`src/rtl/serial_bit_source.sv`:
```
// -----------------------------------------------------------------------------
// serial_bit_source
//
// Parallel-to-serial bit-stream generator. Accepts WIDTH-bit words over a
// valid/ready handshake and plays them out one bit per consumed cycle on a
// single serial line. It is intended to feed a serial sequence detector.
//
// Handshake semantics (both sides):
//   - Upstream load: a word transfers on a rising clk edge where
//     load_valid & load_ready are both 1. Once load_valid is raised, upstream
//     holds load_valid and data_in stable until that edge. load_ready is
//     combinational and is also 1 during the final bit transfer of a word,
//     so back-to-back words stream with no gap cycle.
//   - Downstream bits: a bit transfers on a rising clk edge where
//     bit_valid & shift_en are both 1. With shift_en=0, bit_out, last_bit
//     and the bit counter hold for as long as needed.
//
// Ports:
//   clk        in   system clock, rising-edge active
//   rst        in   asynchronous, active-high reset
//   load_valid in   upstream word available on data_in
//   load_ready out  block can accept a word this cycle
//   data_in    in   WIDTH-bit parallel word, captured on an accepted load
//   shift_en   in   downstream consumes bit_out this cycle
//   bit_out    out  current serial bit
//   bit_valid  out  bit_out is meaningful
//   last_bit   out  bit_out is the final bit of the current word
//   busy       out  a word is in flight (FSM in SHIFT); this output is also
//                   the externally visible copy of the FSM state
//
// Parameters:
//   WIDTH      word length in bits, 2..32
//   MSB_FIRST  1: bit WIDTH-1 is sent first; 0: bit 0 is sent first
// -----------------------------------------------------------------------------
module serial_bit_source #(
    parameter int WIDTH     = 8,
    parameter bit MSB_FIRST = 1'b1
) (
    input  logic             clk,
    input  logic             rst,
    input  logic             load_valid,
    output logic             load_ready,
    input  logic [WIDTH-1:0] data_in,
    input  logic             shift_en,
    output logic             bit_out,
    output logic             bit_valid,
    output logic             last_bit,
    output logic             busy
);

    localparam int CNT_W = $clog2(WIDTH);

    typedef enum logic {
        IDLE  = 1'b0,
        SHIFT = 1'b1
    } state_t;

    state_t             state_q;
    state_t             state_d;
    logic [WIDTH-1:0]   shreg_q;
    logic [CNT_W-1:0]   cnt_q;
    logic               load_accept;
    logic               bit_xfer;
    logic [WIDTH-1:0]   shreg_next;

    // Handshake events for this cycle.
    assign bit_xfer    = bit_valid & shift_en;
    assign load_accept = load_valid & load_ready;

    // -------------------------------------------------------------------------
    // FSM: state register
    // -------------------------------------------------------------------------
    always_ff @(posedge clk or posedge rst) begin
        if (rst) begin
            state_q <= IDLE;
        end else begin
            state_q <= state_d;
        end
    end

    // -------------------------------------------------------------------------
    // FSM: next-state logic
    // -------------------------------------------------------------------------
    always_comb begin
        state_d = state_q;
        unique case (state_q)
            IDLE: begin
                if (load_accept) begin
                    state_d = SHIFT;
                end
            end
            SHIFT: begin
                // Leaving SHIFT only on the final bit transfer; a load
                // accepted on that same edge keeps us streaming.
                if (bit_xfer && last_bit && !load_accept) begin
                    state_d = IDLE;
                end
            end
            default: state_d = IDLE;
        endcase
    end

    // -------------------------------------------------------------------------
    // FSM: output logic
    // -------------------------------------------------------------------------
    always_comb begin
        bit_valid  = (state_q == SHIFT);
        busy       = (state_q == SHIFT);
        last_bit   = (state_q == SHIFT) && (cnt_q == '0);
        // Held low during reset so nothing is accepted while rst is asserted.
        load_ready = !rst && ((state_q == IDLE) ||
                              ((state_q == SHIFT) && shift_en && (cnt_q == '0)));
        bit_out    = MSB_FIRST ? shreg_q[WIDTH-1] : shreg_q[0];
    end

    // -------------------------------------------------------------------------
    // Datapath: shift register and bit counter
    // -------------------------------------------------------------------------
    always_comb begin
        shreg_next = shreg_q;
        if (MSB_FIRST) begin
            shreg_next = {shreg_q[WIDTH-2:0], 1'b0};
        end else begin
            shreg_next = {1'b0, shreg_q[WIDTH-1:1]};
        end
    end

    always_ff @(posedge clk or posedge rst) begin
        if (rst) begin
            shreg_q <= '0;
            cnt_q   <= '0;
        end else if (load_accept) begin
            // A load wins over the final-bit shift on the same edge.
            shreg_q <= data_in;
            cnt_q   <= CNT_W'(WIDTH - 1);
        end else if (bit_xfer) begin
            shreg_q <= shreg_next;
            cnt_q   <= cnt_q - CNT_W'(1);
        end
    end

endmodule

```
`config.mk`:
```
export PLATFORM = sky130hd
export DESIGN_NAME = serial_bit_source
export DESIGN_NICKNAME = d
export VERILOG_FILES = /design/src/rtl/serial_bit_source.sv
export SDC_FILE = /design/constraint.sdc
export NUM_CORES = 1
export LEC_CHECK = 0
export ABC_AREA = 0
export CORE_MARGIN = 2
export CORE_UTILIZATION = 30
export CTS_BUF_LIST = sky130_fd_sc_hd__clkbuf_8
export DETAILED_ROUTE_END_ITERATION = 8
export DONT_BUFFER_PORTS = 1
export GPL_TIMING_DRIVEN = 0
export PLACE_DENSITY_LB_ADDON = 0.2
export SLEW_MARGIN = 10
export SYNTH_ARGS = -nofsm -noshare
export SYNTH_HDL_FRONTEND = slang
export SYNTH_SLANG_ARGS = --single-unit
```
`constraint.sdc`:
```
create_clock -name clk -period 1.7 [get_ports clk]
set_clock_uncertainty 0.2 [all_clocks]
set_input_delay 0.34 -clock clk [delete_from_list [all_inputs] [get_ports clk]]
set_output_delay 0.34 -clock clk [all_outputs]
set_load 0.02 [all_outputs]
```
==> results.sh <==
export IMPL_cp_max_fo=7
export IMPL_syn_inst=52
export IMPL_crit_path_end="shreg_q[7]$_DFFE_PP0P_"
export IMPL_ys_types=19
export IMPL_pwr_density_cell_nw_per_um2=1760
export IMPL_die_y_um=51.2
export IMPL_rsz0062_at_grt="yes"
export IMPL_finalHoldViolCount=0
export IMPL_startpoint_type="register"
export IMPL_max_slew_margin=0.622
export IMPL_fin_nets=80
export IMPL_rrSetupSlack_ns=-0.10
export IMPL_path_depth=6
export IMPL_clkTransAtPathRegs_ns=0.05
export IMPL_clock_path_buffers=2
export IMPL_cts_sinks=12
export IMPL_die_w_um=51.2
export IMPL_worst_pin_slew_ns=0.566
export IMPL_synthToLayoutAreaGrowth_pct=28.6
export IMPL_dr_pass1_iters=3
export IMPL_path_delay_family="flip-flops"
export IMPL_viasPerCell=4.39
export IMPL_syn_area_per_cell_um2=12.9
export IMPL_insertion_delay_ns=0.23
export IMPL_p_leak_nw=0.418
export IMPL_drtIter0Drc=1
export IMPL_regToRegEndpoint="shreg_q[7]$_DFFE_PP0P_"
export IMPL_path_cells="inv_2, ha_4, and3b_2, o211ai_4, buf_12, mux2_4"
export IMPL_grt_pass1_wl_um=1990
export IMPL_r2r_start="cnt_q[1]$_DFFE_PP0P_"
export IMPL_grt_pass1_vias=400
export IMPL_status="finished, violations left"
export IMPL_antenna_found_initial=0
export IMPL_coreArea_um2=2170
export IMPL_hp_class="input pin to register"
export IMPL_crit_buf_inv=2
export IMPL_setup_violations=11
export IMPL_cp_slowest_stage_delay_ns=0.36
export IMPL_hold_ws_ns=0.0342
export IMPL_worst_slack_ns=-0.101
export IMPL_r2r_cells=6
export IMPL_grt_use_total=0.109
export IMPL_violations="setup timing"
export IMPL_period_share=1.06
export IMPL_multi_input_area_um2=355
export IMPL_fillers=226
export IMPL_layout_common_cells="dfrtp_1, buf_4, mux2_2, mux2_4, nand2_1"
export IMPL_place_congestion=0.648
export IMPL_clock_root_buffer="clkbuf_8"
export IMPL_grt_max_degree=13
export IMPL_maxCapViolations=0
export IMPL_ys_ff_latch=12
export IMPL_cts_buffers_inserted=3
export IMPL_period_minus_slack_ns=1.80
export IMPL_register_area_um2=302
export IMPL_synth_seq_area_share=0.449
export IMPL_dr_total_vias=404
export IMPL_crit_start="cnt_q[1]$_DFFE_PP0P_"
export IMPL_worstPathArrival_ns=1.72
export IMPL_initial_core_util=0.309
export IMPL_routedWlPerCell_um=12.8
export IMPL_io_pins=17
export IMPL_irDropWorstVdd_uv=659
export IMPL_antenna_cells=0
export IMPL_total_power_mw=1.51
export IMPL_die_area_um2=2630
export IMPL_io_buffers=0
export IMPL_slowest_stage="dfrtp_1"
export IMPL_worstSetupPathType="register to register"
export IMPL_synth_warnings=0
export IMPL_rows=17
export IMPL_synthesis_nets=66
export IMPL_drt_total_wl_um=1180
export IMPL_required_ns=1.62
export IMPL_layout_commonest_cell="dfrtp_1"
export IMPL_h_tree_depth=1
export IMPL_ant_nets=0
export IMPL_synth_area_um2=669
export IMPL_globalRoute_totalOverflow=0
export IMPL_drc_errors=0
export IMPL_crit_path_end_kind="register"
export IMPL_timing_fmax_ghz=0.555
export IMPL_drive_above_1_share=0.609
export IMPL_cts_tree="yes"
export IMPL_slew_viol_final=0
export IMPL_fin_tns_setup_ns=-0.800
export IMPL_pre_cts_ws_ns=-0.136
export IMPL_post_dp_hpwl_um=806
==> report_power, final <==
group,internal [mW],switching [mW]
Clock,0.155,0.0952
Sequential,0.423,0.117
Combinational,0.448,0.272
==> metrics by stage <==
| step | cell area (um2) | util | instances |
|---|---|---|---|
| final | 861 | 0.397 | 92 |
| after global routing | 861 | 0.397 | 92 |
| after CTS | 832 | 0.384 | 89 |
| after detailed placement | 712 | 0.328 | 80 |
| after global placement | 712 | 0.328 | 80 |
| after floorplan | 677 | - | 52 |
==> worst min-delay path by stage <==
stage | start | endpoint | slack [ns] | cells past startpoint
floorplan | rst | bit_valid$_DFF_PP0_ | 0.03 | 1
global placement | rst | bit_valid$_DFF_PP0_ | 0.12 | 1
detailed placement | rst | cnt_q[1]$_DFFE_PP0P_ | 0.11 | 1
CTS | data_in[0] | shreg_q[0]$_DFFE_PP0P_ | 0.03 | 2
global route | data_in[0] | shreg_q[0]$_DFFE_PP0P_ | 0.02 | 2
finish | data_in[0] | shreg_q[0]$_DFFE_PP0P_ | 0.03 | 2
==> worst reg2reg max path, delay by kind of cell (launching register included) <==
family | cells | cell delay (ns)
flip-flops | 1 | 0.36
multiplexers | 1 | 0.29
buffers and inverters | 2 | 0.22
AND/OR/NAND/NOR | 1 | 0.24
adder cells (fa/ha/maj) | 1 | 0.15
AO/OA/AOI/OAI | 1 | 0.22
==> layer usage <==
metal	global-route usage	part of all wire
met5	0	0
met4	0.0658	0.012
met3	0.0409	0.034
met2	0.162	0.49
met1	0.133	0.46
==> area by class of cell <==
class	instances	area share
well taps	28	0.0407
repair buffers	9	0.0814
multi-input cells	32	0.413
inverters	5	0.0218
flip-flops and latches	12	0.350
clock buffers	3	0.0480
plain buffers	3	0.0451
==> cell usage after synthesis, drive strengths merged <==
library cell,count,share of area
and3b,1,0.015
buf,3,0.058
dfrtp,12,0.45
ha,2,0.037
inv,5,0.028
mux2,14,0.26
mux2i,1,0.015
nand2,5,0.028
nand3,1,0.0075
nor2,2,0.011
nor3b,1,0.011
o211ai,2,0.043
o21ai,1,0.0075
xnor2,1,0.013
xor2,1,0.013
==> sequential cells by signal, summed over array words and instances, names as in the netlist <==
name	cells
bit_valid	1
cnt_q	3
shreg_q	8
==> logic make-up (layout without fill, tap and decap cells) <==
group	count (synthesis)	in the layout	synth area share
xor gates and xnor gates	2	2	0.0262
DFF	12	12	0.449
and+or+nand+nor	10	10	0.0729
buffers and inverters	8	20	0.0860
muxes	15	15	0.279
AOI/OAI and AO/OA	3	3	0.0505
adders and majority gates	2	2	0.0374
==> timing repair <==
item                                    CTS  global route
hold buffers                              1             0
buffers inserted                          5             3
pin swaps                                 4             1
hold endpoints to repair                 12             0
endpoints found under the setup margin    9            14
gates resized for setup                   9             2
No activity file was read; power rests on OpenSTA's default activity.
